===== config.mk =====
export PLATFORM = sky130hd
export DESIGN_NAME = fifo_ram_sync_flex
export DESIGN_NICKNAME = d
export VERILOG_FILES = /design/src/rtl/fifo_pkg.sv /design/src/rtl/fifo_ram_sync_mem.sv /design/src/rtl/fifo_ram_sync_flex.sv
export SDC_FILE = /design/constraint.sdc
export NUM_CORES = 1
export LEC_CHECK = 0
export BUFFER_PORTS_ARGS = -buffer_cell sky130_fd_sc_hd__buf_4
export CORE_MARGIN = 5
export CORE_UTILIZATION = 55
export CTS_BUF_LIST = sky130_fd_sc_hd__clkbuf_8
export DETAILED_ROUTE_END_ITERATION = 10
export HOLD_SLACK_MARGIN = 0.15
export PLACE_DENSITY = 0.75
export SYNTH_ARGS = -nofsm -noshare
export SYNTH_HDL_FRONTEND = slang
export SYNTH_SLANG_ARGS = --single-unit
export TNS_END_PERCENT = 1

===== constraint.sdc =====
create_clock -name clk -period 12.3 [get_ports clk]
set_clock_uncertainty 0.1 [all_clocks]
set_input_delay 3.69 -clock clk [delete_from_list [all_inputs] [get_ports clk]]
set_output_delay 3.69 -clock clk [all_outputs]
set_load 0.01 [all_outputs]

===== src/rtl/fifo_pkg.sv =====
// Shared helpers for the RAM-backed FIFO: wrap-aware pointer increment and count width.
// Pure functions, no latency and no flow control of their own.
package fifo_pkg;

  // Pointers wrap explicitly from depth-1 to 0 so non-power-of-two depths use every entry.
  function automatic int ptr_inc(input int ptr, input int depth);
    return (ptr == depth - 1) ? 0 : ptr + 1;
  endfunction

  function automatic int cnt_width(input int depth);
    return $clog2(depth + 1);
  endfunction

endpackage


===== src/rtl/fifo_ram_sync_mem.sv =====
// FIFO storage: one synchronous write port, read port combinational or registered (FIFO_RAM_SYNC_REG_OUT_EN).
// Read latency 0 (combinational) or 1 edge (registered, rd_en gated); no flow control of its own.
module fifo_ram_sync_mem #(
  parameter int Depth = 16,
  parameter int Width = 32
) (
  input  logic                     clk,
  input  logic                     wr_en,
  input  logic [$clog2(Depth)-1:0] wr_addr,
  input  logic [Width-1:0]         wr_dat,
`ifdef FIFO_RAM_SYNC_REG_OUT_EN
  input  logic                     rd_en,
`endif
  input  logic [$clog2(Depth)-1:0] rd_addr,
  output logic [Width-1:0]         rd_dat
);

  logic [Width-1:0] mem_q [Depth];

  always_ff @(posedge clk) begin
    if (wr_en) begin
      mem_q[wr_addr] <= wr_dat;
    end
  end

`ifdef FIFO_RAM_SYNC_REG_OUT_EN
  logic [Width-1:0] rd_dat_d;
  logic [Width-1:0] rd_dat_q;

  always_comb begin
    rd_dat_d = rd_dat_q;
    if (rd_en) begin
      rd_dat_d = mem_q[rd_addr];
    end
  end

  // Data register is left unreset so it maps onto the block-RAM output register.
  always_ff @(posedge clk) begin
    rd_dat_q <= rd_dat_d;
  end

  assign rd_dat = rd_dat_q;
`else
  assign rd_dat = mem_q[rd_addr];
`endif

endmodule


===== src/rtl/fifo_ram_sync_flex.sv =====
// Any-depth synchronous valid/ready FIFO with count, almost flags and flush; FIFO_RAM_SYNC_REG_OUT_EN adds a prefetch register.
// Write-to-read latency 1 cycle (2 with prefetch); write_ready drops only at count == Depth, read_valid only when empty.
module fifo_ram_sync_flex
  import fifo_pkg::*;
#(
  parameter int Depth     = 16,
  parameter int Width     = 32,
  parameter int AFullThr  = Depth - 1,
  parameter int AEmptyThr = 1
) (
  input  logic                          clk,
  input  logic                          rstn,
  input  logic                          flush,
  input  logic                          write_valid,
  input  logic [Width-1:0]              write_data,
  output logic                          write_ready,
  output logic                          read_valid,
  output logic [Width-1:0]              read_data,
  input  logic                          read_ready,
  output logic [cnt_width(Depth)-1:0]   count,
  output logic                          almost_full,
  output logic                          almost_empty
);

  localparam int PtrW = $clog2(Depth);
  localparam int CntW = cnt_width(Depth);
  localparam logic [CntW-1:0] CntFull = CntW'(Depth);
  localparam logic [CntW-1:0] AFull   = CntW'(AFullThr);
  localparam logic [CntW-1:0] AEmpty  = CntW'(AEmptyThr);

  if (Depth < 2) begin : g_bad_depth
    $error("fifo_ram_sync_flex: Depth must be >= 2");
  end
  if (AFullThr > Depth) begin : g_bad_afull
    $error("fifo_ram_sync_flex: AFullThr must be <= Depth");
  end
  if (AEmptyThr >= Depth) begin : g_bad_aempty
    $error("fifo_ram_sync_flex: AEmptyThr must be < Depth");
  end

  logic [PtrW-1:0] wr_ptr_d, wr_ptr_q;
  logic [PtrW-1:0] rd_ptr_d, rd_ptr_q;
  logic [CntW-1:0] count_d, count_q;
  logic            wr_fire, rd_fire;

`ifdef FIFO_RAM_SYNC_REG_OUT_EN
  logic            out_vld_d, out_vld_q;
  logic            ram_ld;
  logic [CntW-1:0] ram_cnt;

  // count covers the output register too, so the RAM holds count minus that entry.
  assign ram_cnt    = count_q - CntW'(out_vld_q);
  assign read_valid = out_vld_q;
`else
  assign read_valid = (count_q != '0);
`endif

  assign write_ready  = (count_q != CntFull);
  assign wr_fire      = write_valid && write_ready;
  assign rd_fire      = read_valid && read_ready;
  assign count        = count_q;
  assign almost_full  = (count_q >= AFull);
  assign almost_empty = (count_q <= AEmpty);

  always_comb begin
    wr_ptr_d = wr_ptr_q;
    rd_ptr_d = rd_ptr_q;
    count_d  = count_q;
`ifdef FIFO_RAM_SYNC_REG_OUT_EN
    out_vld_d = out_vld_q;
    ram_ld    = 1'b0;
`endif
    if (flush) begin
      wr_ptr_d = '0;
      rd_ptr_d = '0;
      count_d  = '0;
`ifdef FIFO_RAM_SYNC_REG_OUT_EN
      out_vld_d = 1'b0;
`endif
    end else begin
      if (wr_fire) begin
        wr_ptr_d = PtrW'(ptr_inc(int'(wr_ptr_q), Depth));
      end
`ifdef FIFO_RAM_SYNC_REG_OUT_EN
      // Refill the output register whenever it is empty or being consumed this edge.
      ram_ld = (ram_cnt != '0) && (!out_vld_q || rd_fire);
      if (ram_ld) begin
        rd_ptr_d  = PtrW'(ptr_inc(int'(rd_ptr_q), Depth));
        out_vld_d = 1'b1;
      end else if (rd_fire) begin
        out_vld_d = 1'b0;
      end
`else
      if (rd_fire) begin
        rd_ptr_d = PtrW'(ptr_inc(int'(rd_ptr_q), Depth));
      end
`endif
      if (wr_fire && !rd_fire) begin
        count_d = count_q + CntW'(1);
      end else if (rd_fire && !wr_fire) begin
        count_d = count_q - CntW'(1);
      end
    end
  end

  always_ff @(posedge clk or negedge rstn) begin
    if (!rstn) begin
      wr_ptr_q <= '0;
      rd_ptr_q <= '0;
      count_q  <= '0;
`ifdef FIFO_RAM_SYNC_REG_OUT_EN
      out_vld_q <= 1'b0;
`endif
    end else begin
      wr_ptr_q <= wr_ptr_d;
      rd_ptr_q <= rd_ptr_d;
      count_q  <= count_d;
`ifdef FIFO_RAM_SYNC_REG_OUT_EN
      out_vld_q <= out_vld_d;
`endif
    end
  end

  fifo_ram_sync_mem #(
    .Depth (Depth),
    .Width (Width)
  ) u_mem (
    .clk     (clk),
    .wr_en   (wr_fire && !flush),
    .wr_addr (wr_ptr_q),
    .wr_dat  (write_data),
`ifdef FIFO_RAM_SYNC_REG_OUT_EN
    .rd_en   (ram_ld),
`endif
    .rd_addr (rd_ptr_q),
    .rd_dat  (read_data)
  );

endmodule


-- Word-level counts from Yosys, hierarchy flattened
Memories as Yosys holds them, arrays and structs flattened.
Index checks and enable logic that the tools add are counted.
- $add $sub $neg: 4
- mux-type cells: 11
- reductions and logical operators: 12
- eq/ne operators: 3
- order comparisons: 2
- operators by type and width (kind ; number):
    4-bit two-way mux ; 6
    5-bit two-way mux ; 3
    4-bit by 1-bit adder with 4-bit output (second input constant) ; 2
    4-bit by 1-bit == test with 1-bit output (second input constant) ; 2
    5-bit by 1-bit adder with 5-bit output (second input constant) ; 1
    5-bit by 4-bit greater-or-equal comparator with 1-bit output (second input constant) ; 1
    5-bit by 1-bit less-or-equal comparator with 1-bit output (second input constant) ; 1
    1-bit logical AND ; 5
    5-bit != test (second input constant) ; 1
    5-bit nonzero test ; 1
    5-bit by 1-bit subtractor with 5-bit output (second input constant) ; 1
    2-bit nonzero test ; 2
    1-bit zero test ; 3
    3-bit nonzero test ; 1
    1-bit two-way mux ; 2
- register bits: 13
- output and inout port bits: 41
- bits in writable memories: 512
- logic and storage cells: 36
- memories: 1
- memory list (name ; depth ; width ; rd ports ; clocked after memory_dff ; write ports ; RTL line ; source):
    u_mem.mem_q ; 16 ; 32 ; 1 ; 0 ; 1 ; fifo_ram_sync_mem.sv:18 ; logic [Width-1:0] mem_q [Depth];

-- Depth between registers and ports, before layout
Gate-level depths: netlist of run 1.
- word-level depth: 7
- depth in mapped cells: 9

-- Cells and area by module
Synthesis of run 1 repeated with hierarchy kept, for this count alone.
- cells, all modules: 905
- area total of the unflattened synthesis: 20104.3 µm²
- modules (own cells, without submodules) (module ; times used ; seq. area each (µm²) ; cells an instance ; area an instance (µm²)):
    fifo_ram_sync_mem ; 1 ; 15374.7 ; 806 ; 19213.4
    fifo_ram_sync_flex ; 1 ; 325.3 ; 99 ; 890.9

-- Worst setup path after synthesis of run 1
Ideal clock, no wire load.
- path kind: input-to-reg
- from: input write_valid
- to: memory u_mem.mem_q[0][0], enable pin
- data required time: 11.739 ns
- buffers on the path: 1
- stages on the path: 5
- arrival: 6.795 ns
- slack: 4.944 ns
- setup time: 0.461 ns
- cells stage by stage: clkbuf_1 inv_1 nor3_1 nand2_1 nor3_1
- longest elaborated chain between the ends: 4
- RTL lines (what ; RTL line ; source):
    from (decl) ; fifo_ram_sync_flex.sv:14 ; input logic write_valid,
    1-bit logical AND ; fifo_ram_sync_flex.sv:59 ; assign wr_fire = write_valid && write_ready;
    1-bit logical AND ; fifo_ram_sync_flex.sv:129 ; .wr_en (wr_fire && !flush),
    1-bit two-way mux ; fifo_ram_sync_mem.sv:21 ; if (wr_en) begin
    1-bit two-way mux (implied by the code) ; fifo_ram_sync_mem.sv:22 ; mem_q[wr_addr] <= wr_dat;
    to (decl) ; fifo_ram_sync_mem.sv:18 ;
Every way passes these cells.

-- Final worst setup path of run 1
- from: register rd_ptr_q[0]
- to: output read_data[7]
- longest elaborated chain between the ends: 1
- RTL lines (what ; RTL line ; source):
    from (decl) ; fifo_ram_sync_flex.sv:42 ; logic [PtrW-1:0] rd_ptr_d, rd_ptr_q;
    from (signal assigned) ; fifo_ram_sync_flex.sv:116 ; rd_ptr_q <= rd_ptr_d;
    memory 16 x 32 bit ; -- ;
    to (decl) ; fifo_ram_sync_flex.sv:18 ; output logic [Width-1:0] read_data,
Every way passes these cells.

==> impl_metrics.json, run 1 <==
{
  "clk_latency_ns": 0.61,
  "routed_wl_um": 41100,
  "cap_violations": 0,
  "antenna_found_initial": 1,
  "drt_first_pass_iters": 5,
  "hold_class": "reg -> reg",
  "ir_worst_vdd_mv": 0.1091,
  "hold_depth": 2,
  "syn_to_final_growth_pct": 13.39,
  "critPathArrivalTime_ns": 3.73,
  "critPathKind": "reg -> out",
  "fmax_mhz": 132.9,
  "holdPathEnd": "wr_ptr_q[1]$_DFFE_PN0P_",
  "gp_congestion": 0.7455,
  "htreeDepth": 3,
  "clk_pin_slew_ns": 0.06,
  "synthArstFlopShare_pct": 2.476,
  "core_area_mm2": 0.03652,
  "grt_usage_pct": 20.34,
  "antenna_cells": 0,
  "crit_path_start_kind": "register",
  "drc": 0,
  "dp.cells": 1434,
  "synth_ff_type": "edfxtp_1",
  "r2r_start": "count[1]$_DFFE_PN0P_",
  "share_comb_of_total_power_pct": 15.2,
  "max_slew_margin_pct": 26.88,
  "synth_enable_flop_cells": 512,
  "synth-seq-cells": 525,
  "rrSetupSlack_ns": 8.72,
  "ctsLongestPathBuffers": 3,
  "grt_pass1_vias": 10050,
  "via_per_inst": 6.112,
  "path_max_fanout": 50,
  "yosys_warnings": 0,
  "syn_nets": 968,
  "yosysSeqAreaShare_pct": 77.53,
  "die-area_mm2": 0.04076,
  "drive_above_1_share_pct": 31.92,
  "synth_cell_type_count": 46,
  "portBuffers": 77,
  "start_util_pct": 55.45,
  "numCtsBuffers": 81,
  "grt_first_pass_wirelength_um": 62260,
  "grt_max_degree": 71,
  "post_cts_buffers": 0,
  "io-pin-count": 78,
  "timing.final.crit_share_pct": 61.16,
  "worstMarginPinSlew_ns": 1.097,
  "setup_violations": 0,
  "tritoncts": "built",
  "ant_nets": 0,
  "p_int_mw": 3.040,
  "holdBufCountCts": 0,
  "status": "complete, no violations",
  "cts_resized": 0,
  "p_clk_share_pct": 33.7,
  "switching_share_pct": 24.57,
  "die_y_um": 201.9,
  "p_switching_uw": 990.3,
  "wl_per_cell_um": 26.11,
  "fin_cells": 1574,
  "rsz0062_at_grt": "no",
  "cts-root-buf": "clkbuf_8",
  "hold_viol_final": 0,
  "synth_area_mm2": 0.02025,
  "worstReg2RegEnd": "u_mem.mem_q[12][11]$_DFFE_PP_",
  "nets": 1096,
  "vias": 9621,
  "drv_slew": 0,
  "min_from": "wr_ptr_q[1]$_DFFE_PN0P_",
  "fin_tns_setup_ns": 0,
  "end_kind": "output pin",
  "period_minus_slack_ns": 7.523,
  "powerDensity_mw_per_mm2": 175.5,
  "die_x_um": 201.9,
  "power_frac_seq_pct": 51.1,
  "postSynthAreaPerCell_um2": 21.99,
  "rr_worst_depth": 7,
  "dp_hpwl_um": 20740,
  "overflow": 0,
  "cts_sinks": 525,
  "required_ns": 8.51,
  "num_rows": 70,
  "synthCells": 921,
  "drtIter0Drc": 874,
  "p_leak_nw": 7.262
}
placed cells by master, fill, tap and decap left out, types with 19 or more instances in the layout:
cell / n
clkbuf_8: 81
inv_1: 32
o22ai_1: 32
edfxtp_1: 512
mux2i_1: 34
clkinv_1: 19
buf_4: 99
a21oi_1: 43
mux4_2: 128
power by group through the flow:
stage               logic [mW]  registers [mW]  clock network (mW)
floorplan                0.475            2.04                   0
global placement         0.614            2.10                   0
detailed placement       0.624            2.10                   0
CTS                      0.625            2.06                1.39
global route             0.666            2.07                1.48
finish                   0.613            2.06                1.36
cells in the mapped netlist, types with 2 or more instances:
cell type / instances / area [um^2]
edfxtp_1: 512 / 15370
mux4_2: 128 / 2883
a21oi_1: 43 / 215.2
mux2i_1: 34 / 340.3
o22ai_1: 32 / 200.2
clkbuf_1: 28 / 105.1
nor2_1: 21 / 78.83
buf_2: 16 / 80.08
dfrtp_1: 13 / 325.3
nand2_1: 12 / 45.04
ha_1: 10 / 125.1
inv_1: 8 / 30.03
nand3_1: 8 / 40.04
buf_1: 7 / 26.28
nand2b_1: 5 / 31.28
nor3_1: 5 / 25.02
buf_6: 3 / 33.78
o21ai_0: 3 / 15.01
a311o_1: 2 / 20.02
a31oi_1: 2 / 12.51
and3_1: 2 / 12.51
o211a_1: 2 / 20.02
xor2_1: 2 / 17.52
metal layers:
| metal | up-vias | wire length (um) | GRT usage, % |
|---|---|---|---|
| met5 | - | 13 | 0 |
| met4 | 2 | 1037 | 6.519 |
| met3 | 71 | 2681 | 3.899 |
| met2 | 357 | 20930 | 33.70 |
| met1 | 5046 | 16430 | 27.89 |
| li1 | 4145 | - | - |
final cells by class:
type | instances | area [um^2]
fillers | 2444 | 13560
multi-input cells | 333 | 4384
well taps | 468 | 585.6
repair buffers | 99 | 743.2
clock buffers | 81 | 1115
clock inverters | 59 | 387.9
inverters | 9 | 33.78
flip-flops and latches | 525 | 15710
cells by family (layout without fill, tap and decap cells):
family | after synthesis | count (layout) | share of synthesized area, %
flip-flops | 525 | 525 | 77.53
multiplexers | 164 | 164 | 16.03
AO/OA/AOI/OAI | 90 | 90 | 2.626
AND/OR/NAND/NOR | 65 | 65 | 1.637
buffers and inverters | 63 | 248 | 1.378
adder cells (fa/ha/maj) | 11 | 11 | 0.6735
XOR/XNOR | 3 | 3 | 0.1298
registers in the layout (all words and copies together) (netlist names):
| name | flops |
|---|---|
| wr_ptr_q | 4 |
| rd_ptr_q | 4 |
| count | 5 |
| u_mem.mem_q | 512 |
how the worst max path moves through the flow:
| stage | slack, ns | from | to |
|---|---|---|---|
| 6_report | 4.78 | rd_ptr_q[0]$_DFFE_PN0P_ | read_data[7] |
| 5_1_grt | 4.44 | rd_ptr_q[0]$_DFFE_PN0P_ | read_data[7] |
| 4_1_cts | 4.63 | rd_ptr_q[0]$_DFFE_PN0P_ | read_data[7] |
| 3_5_place_dp | 5.30 | rd_ptr_q[0]$_DFFE_PN0P_ | read_data[0] |
| 3_3_place_gp | 5.31 | rd_ptr_q[0]$_DFFE_PN0P_ | read_data[0] |
| 2_1_floorplan | 4.94 | write_valid | u_mem.mem_q[0][0]$_DFFE_PP_ |
through the flow:
step                      power, mW  hold slack, ns  utilization (%)  cell area (um^2)  setup slack (ns)
final                         4.030          0.5003            62.87             22960             4.777
after global routing          4.213          0.5284            62.87             22960             4.445
after CTS                     4.075          0.4986            62.87             22960             4.628
after detailed placement      2.724          0.4887            58.76             21460             5.302
after global placement        2.713          0.4847            58.76             21460             5.312
after floorplan               2.518          0.4563                -             20250             4.944
worst max-delay path, stage by stage (launching register included):
cell and delay (ns):
dfrtp_4 1.03, buf_4 0.84, mux4_2 0.59, mux2i_1 0.20, a21oi_1 0.16, buf_4 0.24
Power figures use the tool's default switching activity.
==> run 2, diff against run 1 <==
- clock period: 12.3 -> 7.7 ns (I/O delays scaled with it)
==> run 2 against run 1 <==
Total power rose by 60%. Worst hold slack improved by 0.0067 ns. Largest power group unchanged. Global-route usage rose by 0.21 points. Worst setup slack got worse by 2.9 ns. First-iteration DRC count rose by 0.57%.
==> impl_metrics.json, run 2 (synthesis results as in run 1) <==
{
  "drc": 0,
  "antenna_cells": 0,
  "cts_resized": 0,
  "p_int_mw": 4.858,
  "gp_congestion": 0.7710,
  "p_switching_mw": 1.593,
  "crit_path_start_kind": "register",
  "setup.worst_path.start": "rd_ptr_q[0]$_DFFE_PN0P_",
  "critPathKind": "reg -> out",
  "numCtsBuffers": 81,
  "antenna_found_initial": 0,
  "io-pin-count": 78,
  "drtIter0Drc": 879,
  "cts-root-buf": "clkbuf_8",
  "start_util_pct": 55.45,
  "drive_above_1_share_pct": 31.86,
  "required_ns": 5.29,
  "die-area_mm2": 0.04076,
  "share_comb_of_total_power_pct": 15.7,
  "hold_class": "reg -> reg",
  "post_cts_buffers": 0,
  "max_slew_margin_pct": 24.02,
  "num_rows": 70,
  "fmax_mhz": 172.2,
  "timing.final.crit_share_pct": 75.41,
  "period_minus_slack_ns": 5.807,
  "core_area_mm2": 0.03652,
  "p_leak_nw": 7.278,
  "tritoncts": "built",
  "fillers": 2393,
  "power_frac_seq_pct": 50.8,
  "rsz0062_at_grt": "no",
  "status": "complete, no violations",
  "cts_sinks": 525,
  "grt_first_pass_wirelength_um": 62900,
  "dp.cells": 1434,
  "ir_worst_vdd_mv": 0.2085,
  "p_clk_share_pct": 33.5,
  "via_per_inst": 6.146,
  "drt_first_pass_iters": 5,
  "min_from": "wr_ptr_q[1]$_DFFE_PN0P_",
  "clk_latency_ns": 0.60,
  "die_x_um": 201.9,
  "clk_pin_slew_ns": 0.06,
  "portBuffers": 77,
  "wl_per_cell_um": 26.40,
  "die_y_um": 201.9,
  "overflow": 0,
  "syn_to_final_growth_pct": 13.50,
  "ctsLongestPathBuffers": 3,
  "setup_violations": 0,
  "vias": 9705,
  "hold_viol_final": 0,
  "path_max_fanout": 49,
  "holdBufCountCts": 0,
  "drv_slew": 0,
  "layout_common_cells": "edfxtp_1 (512), mux4_2 (128), buf_4 (98), clkbuf_8 (84), a21oi_1 (43)",
  "worstMarginPinSlew_ns": 1.137,
  "critPathArrivalTime_ns": 3.40,
  "end_kind": "output pin",
  "routed_wl_um": 41680,
  "r2r_start": "count[1]$_DFFE_PN0P_",
  "grt_max_degree": 62,
  "largest_reg_flops": 512,
  "switching_share_pct": 24.70,
  "nets": 1096,
  "fin_tns_setup_ns": 0,
  "fin_cells": 1579,
  "cap_violations": 0,
  "grt_pass1_vias": 10280,
  "final_common_cell": "edfxtp_1",
  "htreeDepth": 3,
  "powerDensity_mw_per_mm2": 280.7,
  "largest-register": "u_mem.mem_q",
  "dp_hpwl_um": 22030,
  "ant_nets": 0,
  "grt_usage_pct": 20.56
}
run 2: cell types whose count changed in the layout (fill, tap and decap cells not counted), sizes merged:
cell      delta
bufinv       -1
clkinv       +9
clkinvlp     -3
inv          -3
clkbuf       +3
run 2: metal layers:
| layer | GRT usage, % | up-vias | routed length, um |
|---|---|---|---|
| li1 | - | 4150 | - |
| met2 | 33.94 | 375 | 21260 |
| met3 | 3.738 | 58 | 2623 |
| met4 | 5.737 | 0 | 718 |
| met5 | 0 | - | 0 |
| met1 | 28.81 | 5122 | 17080 |
run 2: worst max-delay path, cell delays in order (launching register included):
cell and delay, ns:
dfrtp_4 1.11, buf_4 0.58, mux4_2 0.57, o22ai_1 0.22, a21oi_1 0.10, buf_4 0.19
run 2: per-stage QoR:
stage / cell area, um^2 / power (mW) / hold slack (ns) / setup WS [ns] / util [%]
after floorplan: 20250 / 4.022 / 0.4563 / 1.724 / -
after global routing: 22980 / 6.740 / 0.5222 / 1.541 / 62.93
final: 22980 / 6.451 / 0.5070 / 1.893 / 62.93
after global placement: 21470 / 4.346 / 0.4828 / 2.447 / 58.79
after CTS: 22980 / 6.522 / 0.5065 / 1.730 / 62.93
after detailed placement: 21470 / 4.369 / 0.4977 / 2.403 / 58.79
run 2: area by class of cell:
type                       instances  area [um^2]  share of cell area (%)
sequential                       525        15710                   68.36
clock buffer                      84         1156                   5.030
timing repair buffer              99        755.7                   3.288
clock inverter                    61        356.6                   1.551
multi-input combinational        333         4384                   19.07
inverter                           9        33.78                  0.1470
tap                              468        585.6                   2.548
run 2: worst paths after layout:
kind	slack [ns]	endpoint	depth (start not counted)
worst max-delay path	1.89	read_data[7]	5
worst min-delay path	0.51	wr_ptr_q[1]$_DFFE_PN0P_	2
worst max register to register	4.19	u_mem.mem_q[13][22]$_DFFE_PP_	7
worst min register to register	0.51	wr_ptr_q[1]$_DFFE_PN0P_	2
max in group asynchronous	5.86	rd_ptr_q[0]$_DFFE_PN0P_	1
min in group asynchronous	1.45	rd_ptr_q[3]$_DFFE_PN0P_	1
run 2: power groups by stage:
stage / combinational [mW] / sequential (mW) / clock, mW
finish: 1.01 / 3.28 / 2.16
global route: 1.10 / 3.29 / 2.35
CTS: 1.03 / 3.28 / 2.21
detailed placement: 1.03 / 3.34 / 0
global placement: 1.01 / 3.34 / 0
floorplan: 0.758 / 3.26 / 0
